## config.mk

```make
export PLATFORM = sky130hd
export DESIGN_NAME = crc32_stream_engine
export DESIGN_NICKNAME = d
export VERILOG_FILES = /design/src/rtl/crc32_stream_engine.sv
export SDC_FILE = /design/constraint.sdc
export NUM_CORES = 1
export LEC_CHECK = 0
export BUFFER_PORTS_ARGS = -buffer_cell sky130_fd_sc_hd__buf_2
export CORE_UTILIZATION = 40
export CTS_CLUSTER_DIAMETER = 200
export DETAILED_ROUTE_END_ITERATION = 12
export PLACE_DENSITY_LB_ADDON = 0.15
export SLEW_MARGIN = 10
export SYNTH_ARGS = -nofsm -noshare
export SYNTH_HDL_FRONTEND = slang
export SYNTH_SLANG_ARGS = --single-unit
```

## constraint.sdc

```tcl
create_clock -name Clk_125_MHz -period 6.9 [get_ports Clk_125_MHz]
set_clock_uncertainty 0.2 [all_clocks]
set_input_delay 0.345 -clock Clk_125_MHz [delete_from_list [all_inputs] [get_ports Clk_125_MHz]]
set_output_delay 0.345 -clock Clk_125_MHz [all_outputs]
set_load 0.02 [all_outputs]
```

## src/rtl/crc32_stream_engine.sv

```systemverilog
// crc32_stream_engine: Ethernet CRC-32 over a framed byte stream, DATA_BYTES bytes per beat.
// A frame is delimited by SOF/EOF. The FCS is registered and presented one cycle after EOF.
// CRC_Ok flags the good-residue pattern, which is used to verify the FCS of received frames.
module crc32_stream_engine #(
    parameter int unsigned DATA_BYTES = 4,
    parameter logic [31:0] POLY       = 32'h04C11DB7,
    parameter logic [31:0] INIT       = 32'hFFFFFFFF,
    parameter logic [31:0] XOR_OUT    = 32'hFFFFFFFF,
    parameter logic [31:0] RESIDUE    = 32'h2144DF1C
) (
    input  logic                      Clk_125_MHz,
    input  logic                      Rst,
    input  logic                      In_Valid,
    input  logic                      In_SOF,
    input  logic                      In_EOF,
    input  logic [8*DATA_BYTES-1:0]   In_Data,
    input  logic [DATA_BYTES-1:0]     In_Keep,
    output logic                      Busy,
    output logic                      Out_Valid,
    output logic [31:0]               CRC_out,
    output logic                      CRC_Ok,
    output logic                      Frame_Err
);

    localparam int unsigned DATA_W = 8 * DATA_BYTES;
    localparam int unsigned CNT_W  = $clog2(DATA_BYTES + 1);

    typedef enum logic {
        IDLE  = 1'b0,
        ACCUM = 1'b1
    } state_t;

    // Mirror a 32-bit word; the reflected LFSR shifts right with the reversed generator.
    function automatic logic [31:0] reverse32(input logic [31:0] v);
        logic [31:0] r;
        r = '0;
        for (int unsigned i = 0; i < 32; i++) begin
            r[i] = v[31-i];
        end
        return r;
    endfunction

    localparam logic [31:0] POLY_REV = reverse32(POLY);

    // Length of the leading run of ones in the byte enables; bytes after the first hole are ignored.
    function automatic logic [CNT_W-1:0] keep_count(input logic [DATA_BYTES-1:0] keep);
        logic [CNT_W-1:0] cnt;
        logic             run;
        cnt = '0;
        run = 1'b1;
        for (int unsigned k = 0; k < DATA_BYTES; k++) begin
            run = run & keep[k];
            if (run) begin
                cnt = cnt + CNT_W'(1);
            end
        end
        return cnt;
    endfunction

    // Fold the first nbytes bytes of a beat into the CRC, byte 0 first and each byte LSB first.
    function automatic logic [31:0] crc_update(input logic [31:0]      crc_in,
                                               input logic [DATA_W-1:0] data,
                                               input logic [CNT_W-1:0]  nbytes);
        logic [31:0] c;
        logic        fb;
        c = crc_in;
        for (int unsigned k = 0; k < DATA_BYTES; k++) begin
            if (k < 32'(nbytes)) begin
                for (int unsigned b = 0; b < 8; b++) begin
                    fb = c[0] ^ data[8*k+b];
                    c  = {1'b0, c[31:1]} ^ (fb ? POLY_REV : 32'h0000_0000);
                end
            end
        end
        return c;
    endfunction

    state_t           state_q;
    state_t           state_d;
    logic [31:0]      crc_q;
    logic [31:0]      crc_d;
    logic             out_valid_d;
    logic             frame_err_d;
    logic [31:0]      crc_out_d;
    logic             crc_ok_d;
    logic             accept;
    logic [CNT_W-1:0] beat_len;
    logic [31:0]      beat_crc;
    logic [31:0]      fcs;

    // Next-state, CRC accumulation and next output values.
    always_comb begin
        state_d     = state_q;
        crc_d       = crc_q;
        out_valid_d = 1'b0;
        frame_err_d = 1'b0;
        crc_out_d   = CRC_out;
        crc_ok_d    = CRC_Ok;
        accept      = 1'b0;

        // An SOF beat always restarts from the preset, which also covers an abort.
        beat_len = In_EOF ? keep_count(In_Keep) : CNT_W'(DATA_BYTES);
        beat_crc = crc_update(In_SOF ? INIT : crc_q, In_Data, beat_len);
        fcs      = beat_crc ^ XOR_OUT;

        if (In_Valid) begin
            case (state_q)
                IDLE: begin
                    if (In_SOF) begin
                        accept = 1'b1;
                    end else begin
                        frame_err_d = 1'b1;
                    end
                end
                ACCUM: begin
                    accept = 1'b1;
                    if (In_SOF) begin
                        frame_err_d = 1'b1;
                    end
                end
                default: begin
                    state_d = IDLE;
                end
            endcase

            if (accept) begin
                if (In_EOF) begin
                    state_d     = IDLE;
                    crc_d       = INIT;
                    out_valid_d = 1'b1;
                    crc_out_d   = fcs;
                    crc_ok_d    = (fcs == RESIDUE);
                end else begin
                    state_d = ACCUM;
                    crc_d   = beat_crc;
                end
            end
        end
    end

    // State, CRC register and registered outputs.
    always_ff @(posedge Clk_125_MHz) begin
        if (Rst) begin
            state_q   <= IDLE;
            crc_q     <= INIT;
            Busy      <= 1'b0;
            Out_Valid <= 1'b0;
            CRC_out   <= 32'h0000_0000;
            CRC_Ok    <= 1'b0;
            Frame_Err <= 1'b0;
        end else begin
            state_q   <= state_d;
            crc_q     <= crc_d;
            Busy      <= (state_d == ACCUM);
            Out_Valid <= out_valid_d;
            CRC_out   <= crc_out_d;
            CRC_Ok    <= crc_ok_d;
            Frame_Err <= frame_err_d;
        end
    end

endmodule

```

# Word-level counts from Yosys, hierarchy flattened
# Cells that the tools add are included.
[op_classes] addsub=3 eq_ne=1 mux=50 order_cmp=4 reduce_logical=4 n_bitwise=71
[ops] op="two-way mux 32 bit" n=38
[ops] op="bitwise XOR 31 x 32 -> 32 bit" n=32
[ops] op="equality test 32 x 30 -> 1 bit (second input constant)" n=1
[ops] op="inverter 32 bit" n=1
[ops] op="bitwise XOR 1 bit" n=32
[ops] op="two-way mux 3 bit" n=3
[ops] op="adder 3 x 1 -> 3 bit (second input constant)" n=2
[ops] op="less-than comparator 1 x 3 -> 1 bit (first input constant)" n=2
[ops] op="less-than comparator 2 x 3 -> 1 bit (first input constant)" n=2
[ops] op="two-way mux 1 bit" n=6
[ops] op="case mux 1 bit (2 select lines)" n=2
[ops] op="AND 1 bit" n=3
[ops] op="inverter 1 bit" n=3
[ops] op="AND reduction 3 bit" n=1
[ops] op="OR reduction 3 bit" n=1
[ops] op="adder 1 x 1 -> 2 bit (second input constant)" n=1
[ops] op="two-way mux 2 bit" n=1
[ops] op="AND reduction 2 bit" n=1
[ops] op="OR reduction 2 bit" n=1
[word_totals] reg_bits=68 in_bits=41 output_inout_bits=36

# Logic depth before layout (Yosys ltp)
# Gate-level depths: netlist of the first run.
[logic_depth] depth_word=103 ltp_mapped=24 ltp_nobuf=20

# Least setup slack after synthesis of the first run
# Ideal clock, no wire load.
[synth_path] path_kind="reg-to-reg" startpoint="register crc_q[4]" endpoint="register CRC_Ok" setup_ps=84 setup_slack_ps=844 path_stages_with_launch=20 arrival_ps=5772 path_cell_list="dfxtp_1 > buf_2 > xor3_1 > o211a_1 > or4_1 > and2_1 > buf_2 > a2111oi_2 > xnor3_1 > mux2i_4 > xnor3_1 > xnor3_1 > a21oi_1 > xnor2_2 > xnor2_1 > xnor3_1 > a21oi_1 > a21o_1 > or4_1 > o31ai_2"
[synth_between] elab_chain_len=49
[synth_lines] element="from (decl)" line="80" source="logic [31:0] crc_q;"
[synth_lines] element="from (signal assigned)" line="153" source="crc_q <= crc_d;"
[synth_lines] element="two-way mux 32 bit (*)" line="103" source="beat_crc = crc_update(In_SOF ? INIT : crc_q, In_Data, beat_len);"
[synth_lines] element="bitwise XOR 31 x 32 -> 32 bit (4 in series)" line="71" source="c = {1'b0, c[31:1]} ^ (fb ? POLY_REV : 32'h0000_0000);"
[synth_lines] element="bitwise XOR 1 bit" line="70" source="fb = c[0] ^ data[8*k+b];"
[synth_lines] element="two-way mux 32 bit" line="71"
[synth_lines] element="bitwise XOR 31 x 32 -> 32 bit (4 in series)" line="71"
[synth_lines] element="two-way mux 32 bit (*)" line="68" source="if (k < 32'(nbytes)) begin"
[synth_lines] element="bitwise XOR 31 x 32 -> 32 bit (2 in series)" line="71"
[synth_lines] element="bitwise XOR 1 bit / bitwise XOR 31 x 32 -> 32 bit (equally long branches)" line="70, 71"
[synth_lines] element="[26 not listed]"
[synth_lines] element="two-way mux 32 bit / bitwise XOR 31 x 32 -> 32 bit (equally long branches)" line="71"
[synth_lines] element="bitwise XOR 31 x 32 -> 32 bit" line="71"
[synth_lines] element="bitwise XOR 31 x 32 -> 32 bit / bitwise XOR 1 bit (equally long branches)" line="71, 70"
[synth_lines] element="bitwise XOR 31 x 32 -> 32 bit / two-way mux 32 bit (equally long branches)" line="71"
[synth_lines] element="bitwise XOR 31 x 32 -> 32 bit" line="71"
[synth_lines] element="two-way mux 32 bit (*)" line="68"
[synth_lines] element="inverter 32 bit (no source line) (*)"
[synth_lines] element="equality test 32 x 30 -> 1 bit (*)" line="132" source="crc_ok_d = (fcs == RESIDUE);"
[synth_lines] element="to (signal assigned)" line="157" source="CRC_Ok <= crc_ok_d;"
[synth_lines] element="to (decl)" line="21" source="output logic CRC_Ok,"
# Every way passes the cells marked *; elsewhere a longest branch is shown, timed or not.
# A chain may end at the register's enable or synchronous reset.

# Final worst setup path of the first run
[layout_path] startpoint="register crc_q[4]" endpoint="register crc_q[5]"
[layout_between] elab_chain_len=48
[layout_lines] element="two-way mux 32 bit (*)" line="103"
[layout_lines] element="bitwise XOR 31 x 32 -> 32 bit (4 in series)" line="71"
[layout_lines] element="bitwise XOR 1 bit" line="70"
[layout_lines] element="two-way mux 32 bit" line="71"
[layout_lines] element="bitwise XOR 31 x 32 -> 32 bit (4 in series)" line="71"
[layout_lines] element="two-way mux 32 bit (*)" line="68"
[layout_lines] element="bitwise XOR 31 x 32 -> 32 bit (2 in series)" line="71"
[layout_lines] element="bitwise XOR 1 bit / bitwise XOR 31 x 32 -> 32 bit (equally long branches)" line="70, 71"
[layout_lines] element="[25 not listed]"
[layout_lines] element="bitwise XOR 1 bit / bitwise XOR 31 x 32 -> 32 bit (equally long branches)" line="70, 71"
[layout_lines] element="two-way mux 32 bit / bitwise XOR 31 x 32 -> 32 bit (equally long branches)" line="71"
[layout_lines] element="bitwise XOR 31 x 32 -> 32 bit" line="71"
[layout_lines] element="bitwise XOR 31 x 32 -> 32 bit / bitwise XOR 1 bit (equally long branches)" line="71, 70"
[layout_lines] element="bitwise XOR 31 x 32 -> 32 bit / two-way mux 32 bit (equally long branches)" line="71"
[layout_lines] element="bitwise XOR 31 x 32 -> 32 bit" line="71"
[layout_lines] element="two-way mux 32 bit (*)" line="68"
[layout_lines] element="two-way mux 32 bit (*)" line="127" source="if (In_EOF) begin"
# Marks and branches as above.

==> results of run 1 <==
[worst reg2reg max path: cells and delay by family, from the launching register on]
kind / cells / cell delay, ns
compound gates: 4 / 1.08
xor+xnor: 5 / 1.92
flops: 1 / 0.49
simple gates: 6 / 2.10
mux: 1 / 0.51
buf+inv: 1 / 0.24
[sequential cells by signal, indices dropped and copies added, names as in the netlist]
signal,flops
CRC_Ok,1
CRC_out,32
Frame_Err,1
Out_Valid,1
crc_q,32
state_q,1
[metal layers]
metal,wire length (µm),share of wire [%]
met2,15900,44
met1,16700,46
met5,0,0
met3,2420,6.7
met4,888,2.5
[synth_stat cells (all sizes together) (13+ instances only)]
cell type | instances | area [µm²]
xnor2 | 144 | 1270
nor2 | 119 | 452
o21ai | 80 | 400
nand2 | 75 | 282
a21oi | 70 | 354
dfxtp | 68 | 1360
clkbuf | 57 | 214
xor2 | 56 | 505
xnor3 | 49 | 1100
nor3 | 44 | 230
mux2i | 39 | 403
buf | 30 | 160
nand2b | 30 | 188
nand3 | 28 | 140
or3 | 24 | 150
o22ai | 23 | 144
a22o | 15 | 131
or2 | 15 | 93.8
or4 | 15 | 116
nor4 | 13 | 96.3
[placed cells by master (no fill, tap or decap), types with 13 or more instances in the layout]
cell type	instances
xnor2_1	142
nor2_1	117
o21ai_0	76
buf_2	76
nand2_1	75
buf_4	72
dfxtp_1	68
a21oi_1	68
xor2_1	54
xnor3_1	49
nor3_1	42
mux2i_1	38
nand2b_1	29
nand3_1	28
or3_1	24
o22ai_1	23
a22o_1	15
or4_1	14
or2_2	13
[cell families (layout without fill, tap and decap cells)]
group | count (synthesis) | in the layout | synth area share (%)
simple gates | 429 | 429 | 22.8
compound gates | 314 | 314 | 21.7
xor+xnor | 261 | 261 | 32.4
buf+inv | 95 | 173 | 4.13
flops | 68 | 68 | 13.9
mux | 45 | 45 | 4.81
fa+ha+maj | 2 | 2 | 0.256
[final cells by class]
| type | count | area (µm²) | share of cell area [%] |
|---|---|---|---|
| multi-input cells | 1051 | 8060 | 72.9 |
| flip-flops and latches | 68 | 1360 | 12.3 |
| repair buffers | 149 | 941 | 8.50 |
| well taps | 319 | 399 | 3.61 |
| clock buffers | 12 | 246 | 2.23 |
| inverters | 8 | 30.0 | 0.271 |
| clock inverters | 4 | 25.0 | 0.226 |
[stage by stage]
step,hold slack [ns],setup slack [ns],util (%),instance area [µm²]
floorplan,0.245,0.844,-,9780
global route,0.101,0.00825,46.6,11100
global placement,0.235,0.183,45.4,10800
CTS,0.0937,0.162,46.6,11100
finish,0.0951,0.233,46.6,11100
detailed placement,0.244,0.0935,45.4,10800
[worst max-delay path by stage]
stage                         from  endpoint  slack (ns)  cells past startpoint
after CTS                 crc_q[4]    CRC_Ok        0.16                     18
after floorplan           crc_q[4]    CRC_Ok        0.84                     19
after global placement      In_EOF    CRC_Ok        0.18                     19
after detailed placement    In_EOF    CRC_Ok        0.09                     19
final                     crc_q[4]  crc_q[5]        0.23                     17
after global routing      crc_q[4]    CRC_Ok       0.008                     18
==> results.cfg, run 1 <==
[run_status]
status = complete, no violations

[synthesis]
synthCells = 1214
synth-main-ff-cell = dfxtp_1
synth_fp_nets = 1257
ys_ff_latch = 68
synth-edff-count = 0
synth_area_per_cell_um2 = 8.05
synth_warnings = 0
syn_area_um2 = 9780
synth-seq-area-share_pct = 13.9
async_flop_share_pct = 0
ys_types = 87

[timing]
hold_viol_final = 0
fmax_mhz = 150
period_share_pct = 96.6
max_slew_margin_pct = 35.8
fin_tns_setup_ns = 0
slew_violations = 0
worst_slew_pin_slew_ns = 0.961
rsz0062_at_grt = false
setup_viol = 0
min_period_ns = 6.67

[global_routing]
antenna_found_initial = 0
grt_overflow = 0
grt_pass1_vias = 8989
grt_use_met3_pct = 3.54
track_usage_pct = 29.2
grtUsageMet1_pct = 41.3
use_met2_pct = 46.5
grt_max_degree = 50
grt_busiest_layer = met2
grt_pass1_wl_um = 54500

[setup_path]
reg2reg_depth = 17
crit_top_cell = xnor3_1
timing.rr.start = crc_q[4]
path_buf_inv = 1
worstSetupPathType = reg2reg
cp-end-kind = register
worstPathArrival_ns = 6.69
crit_required_ns = 6.92
cpLargestDelayFamily = simple AND/OR/NAND/NOR gates
worstPathMaxFanout = 9
slowest_delay_ns = 0.64
slowest_stage = or4b_2
crit_chain = xnor3_1 > and2_4 > or4_1 > a22oi_2 > buf_4 > xnor2_1 > or4b_2 > o2111ai_1 > nor2_1 > xnor3_1 > a211oi_1 > or2_2 > xnor3_1 > xnor3_1 > mux2i_1 > a21oi_1 > or2_1
r2r_slack_ns = 0.23
start_kind = register
worstReg2RegEnd = crc_q[5]

[floorplan]
io_pins = 77
dieHeight_um = 158
rows = 56
die-area_um2 = 25100
die_w_um = 158
start_util_pct = 41.2
core-area_um2 = 23800

[cells_and_area]
n_antenna_cell = 0
layout-drive-gt1-share_pct = 17.0
nets = 1330
area_growth_pct = 13.2
fillers = 2392
fin_cells = 1611

[routing]
dr.pass1.iters = 5
vias = 9584
wl_per_cell_um = 22.3
ant_nets = 0
route.detailed.drc = 0
totalWireLength_um = 35900
avgViaCountPerCell = 5.95
first_iter_violations = 927

[cts]
cts_max_level = 3
path_clk_slew_ns = 0.06
clkLatencyLatePin_ns = 0.33
post_cts_buffers = 0
cts_resized = 0
cts-root-buf = clkbuf_16
clock_sinks = 68
postCtsHoldBufs = 0
cts_buffers = 9
clock_path_buffers = 2
tritoncts = done

[hold_path]
min-delay-start = In_Valid
whs_path_depth = 2
holdPathEnd = Frame_Err
hold_class = in2reg

[placed_design]
hpwl_um = 28700
place_congestion = 0.959
post-place-cells = 1595
io_buffers = 76

[job]
drv_cap = 0
Power of run 1 is left out: the tool's default activity adds up to more than one toggle a clock period on the data nets, which glitch-free logic cannot reach.
==> run 2: changes to the inputs <==
CTS_BUF_LIST = sky130_fd_sc_hd__clkbuf_8 sky130_fd_sc_hd__clkbuf_16   (was not set)
==> results.cfg, run 2 (synthesis gave the netlist of run 1 again) <==
[run_status]
status = complete, no violations

[placed_design]
io_buffers = 76
place_congestion = 0.959
hpwl_um = 28700

[cells_and_area]
register_area_um2 = 1360
reg.largest.list = CRC_out x32, crc_q x32
nets = 1330
final_common_cell = xnor2_1
n_antenna_cell = 0
multi_input_area_um2 = 8060
area_growth_pct = 13.2
final_cell_mix = xnor2_1 (142), nor2_1 (117), o21ai_0 (76), buf_2 (76), nand2_1 (75)
layout-drive-gt1-share_pct = 17.0
fillers = 2392

[global_routing]
antenna_found_initial = 0
grt_max_degree = 50
grt_pass1_wl_um = 54500
track_usage_pct = 29.2
grt_overflow = 0
grt_pass1_vias = 8989

[cts]
cts_max_level = 3
path_clk_slew_ns = 0.06
cts_buffers = 9
clkLatencyLatePin_ns = 0.33
clock_sinks = 68
cts-root-buf = clkbuf_16
tritoncts = done
clock_path_buffers = 2
postCtsHoldBufs = 0

[setup_path]
crit_chain = xnor3_1 > and2_4 > or4_1 > a22oi_2 > buf_4 > xnor2_1 > or4b_2 > o2111ai_1 > nor2_1 > xnor3_1 > a211oi_1 > or2_2 > xnor3_1 > xnor3_1 > mux2i_1 > a21oi_1 > or2_1
r2r_slack_ns = 0.23
start_kind = register
slowest_stage = or4b_2
worstPathMaxFanout = 9
crit_top_cell = xnor3_1
crit_required_ns = 6.92
worstSetupPathType = reg2reg
path_buf_inv = 1
cpLargestDelayFamily = simple AND/OR/NAND/NOR gates
slowest_delay_ns = 0.64
worstPathArrival_ns = 6.70
cp-end-kind = register

[hold_path]
hold_class = in2reg

[timing]
min_period_ns = 6.67
fin_tns_setup_ns = 0
period_share_pct = 96.7
fmax_mhz = 150
slew_violations = 0
max_slew_margin_pct = 35.8
hold_viol_final = 0
rsz0062_at_grt = false
worst_slew_pin_slew_ns = 0.961
setup_viol = 0

[routing]
wl_per_cell_um = 22.3
route.detailed.drc = 0
dr.pass1.iters = 5
first_iter_violations = 927
avgViaCountPerCell = 5.95
vias = 9580
totalWireLength_um = 35900
ant_nets = 0

[floorplan]
die-area_um2 = 25100
dieHeight_um = 158
io_pins = 77
core-area_um2 = 23800
start_util_pct = 41.2
rows = 56
die_w_um = 158

[job]
drv_cap = 0
-- run 2: changes by cell type in the layout (fill, tap and decap cells not counted), sizes merged --
cell and change:
clkbuf -2, inv +2
-- run 2: worst paths after layout --
path | cells past startpoint | start | endpoint
worst max-delay path | 17 | crc_q[4] | crc_q[5]
worst min register to register | 2 | CRC_out[9] | CRC_out[9]
worst min-delay path | 2 | In_Valid | Frame_Err
worst max register to register | 17 | crc_q[4] | crc_q[5]
-- run 2: cell type report --
cell class	instances	share of cell area (%)
clock buffer	10	2.16
multi-input combinational	1051	72.9
sequential	68	12.3
clock inverter	6	0.294
timing repair buffer	149	8.50
tap	319	3.61
inverter	8	0.271
-- run 2: timing repair --
item                       4_1_cts  5_1_grt
setup endpoints to repair        0        1
buffers inserted                 0        0
resized for setup                0        2
-- run 2: per-stage QoR --
step / instances / util (%) / area [µm²] / worst slack, ns / hold WS (ns)
finish: 1611 / 46.6 / 11100 / 0.228 / 0.0946
global route: 1611 / 46.6 / 11100 / 0.00790 / 0.100
floorplan: 1214 / - / 9780 / 0.844 / 0.245
global placement: 1595 / 45.4 / 10800 / 0.183 / 0.235
CTS: 1611 / 46.6 / 11100 / 0.162 / 0.0934
detailed placement: 1595 / 45.4 / 10800 / 0.0935 / 0.244
-- run 2: routing by layer --
layer  GRT usage, %  part of all wire (%)
met1           41.3                    46
met3           3.54                   6.8
met2           46.5                    44
met4           8.20                   2.5
met5              0                     0
Power of run 2 is left out for the same reason.
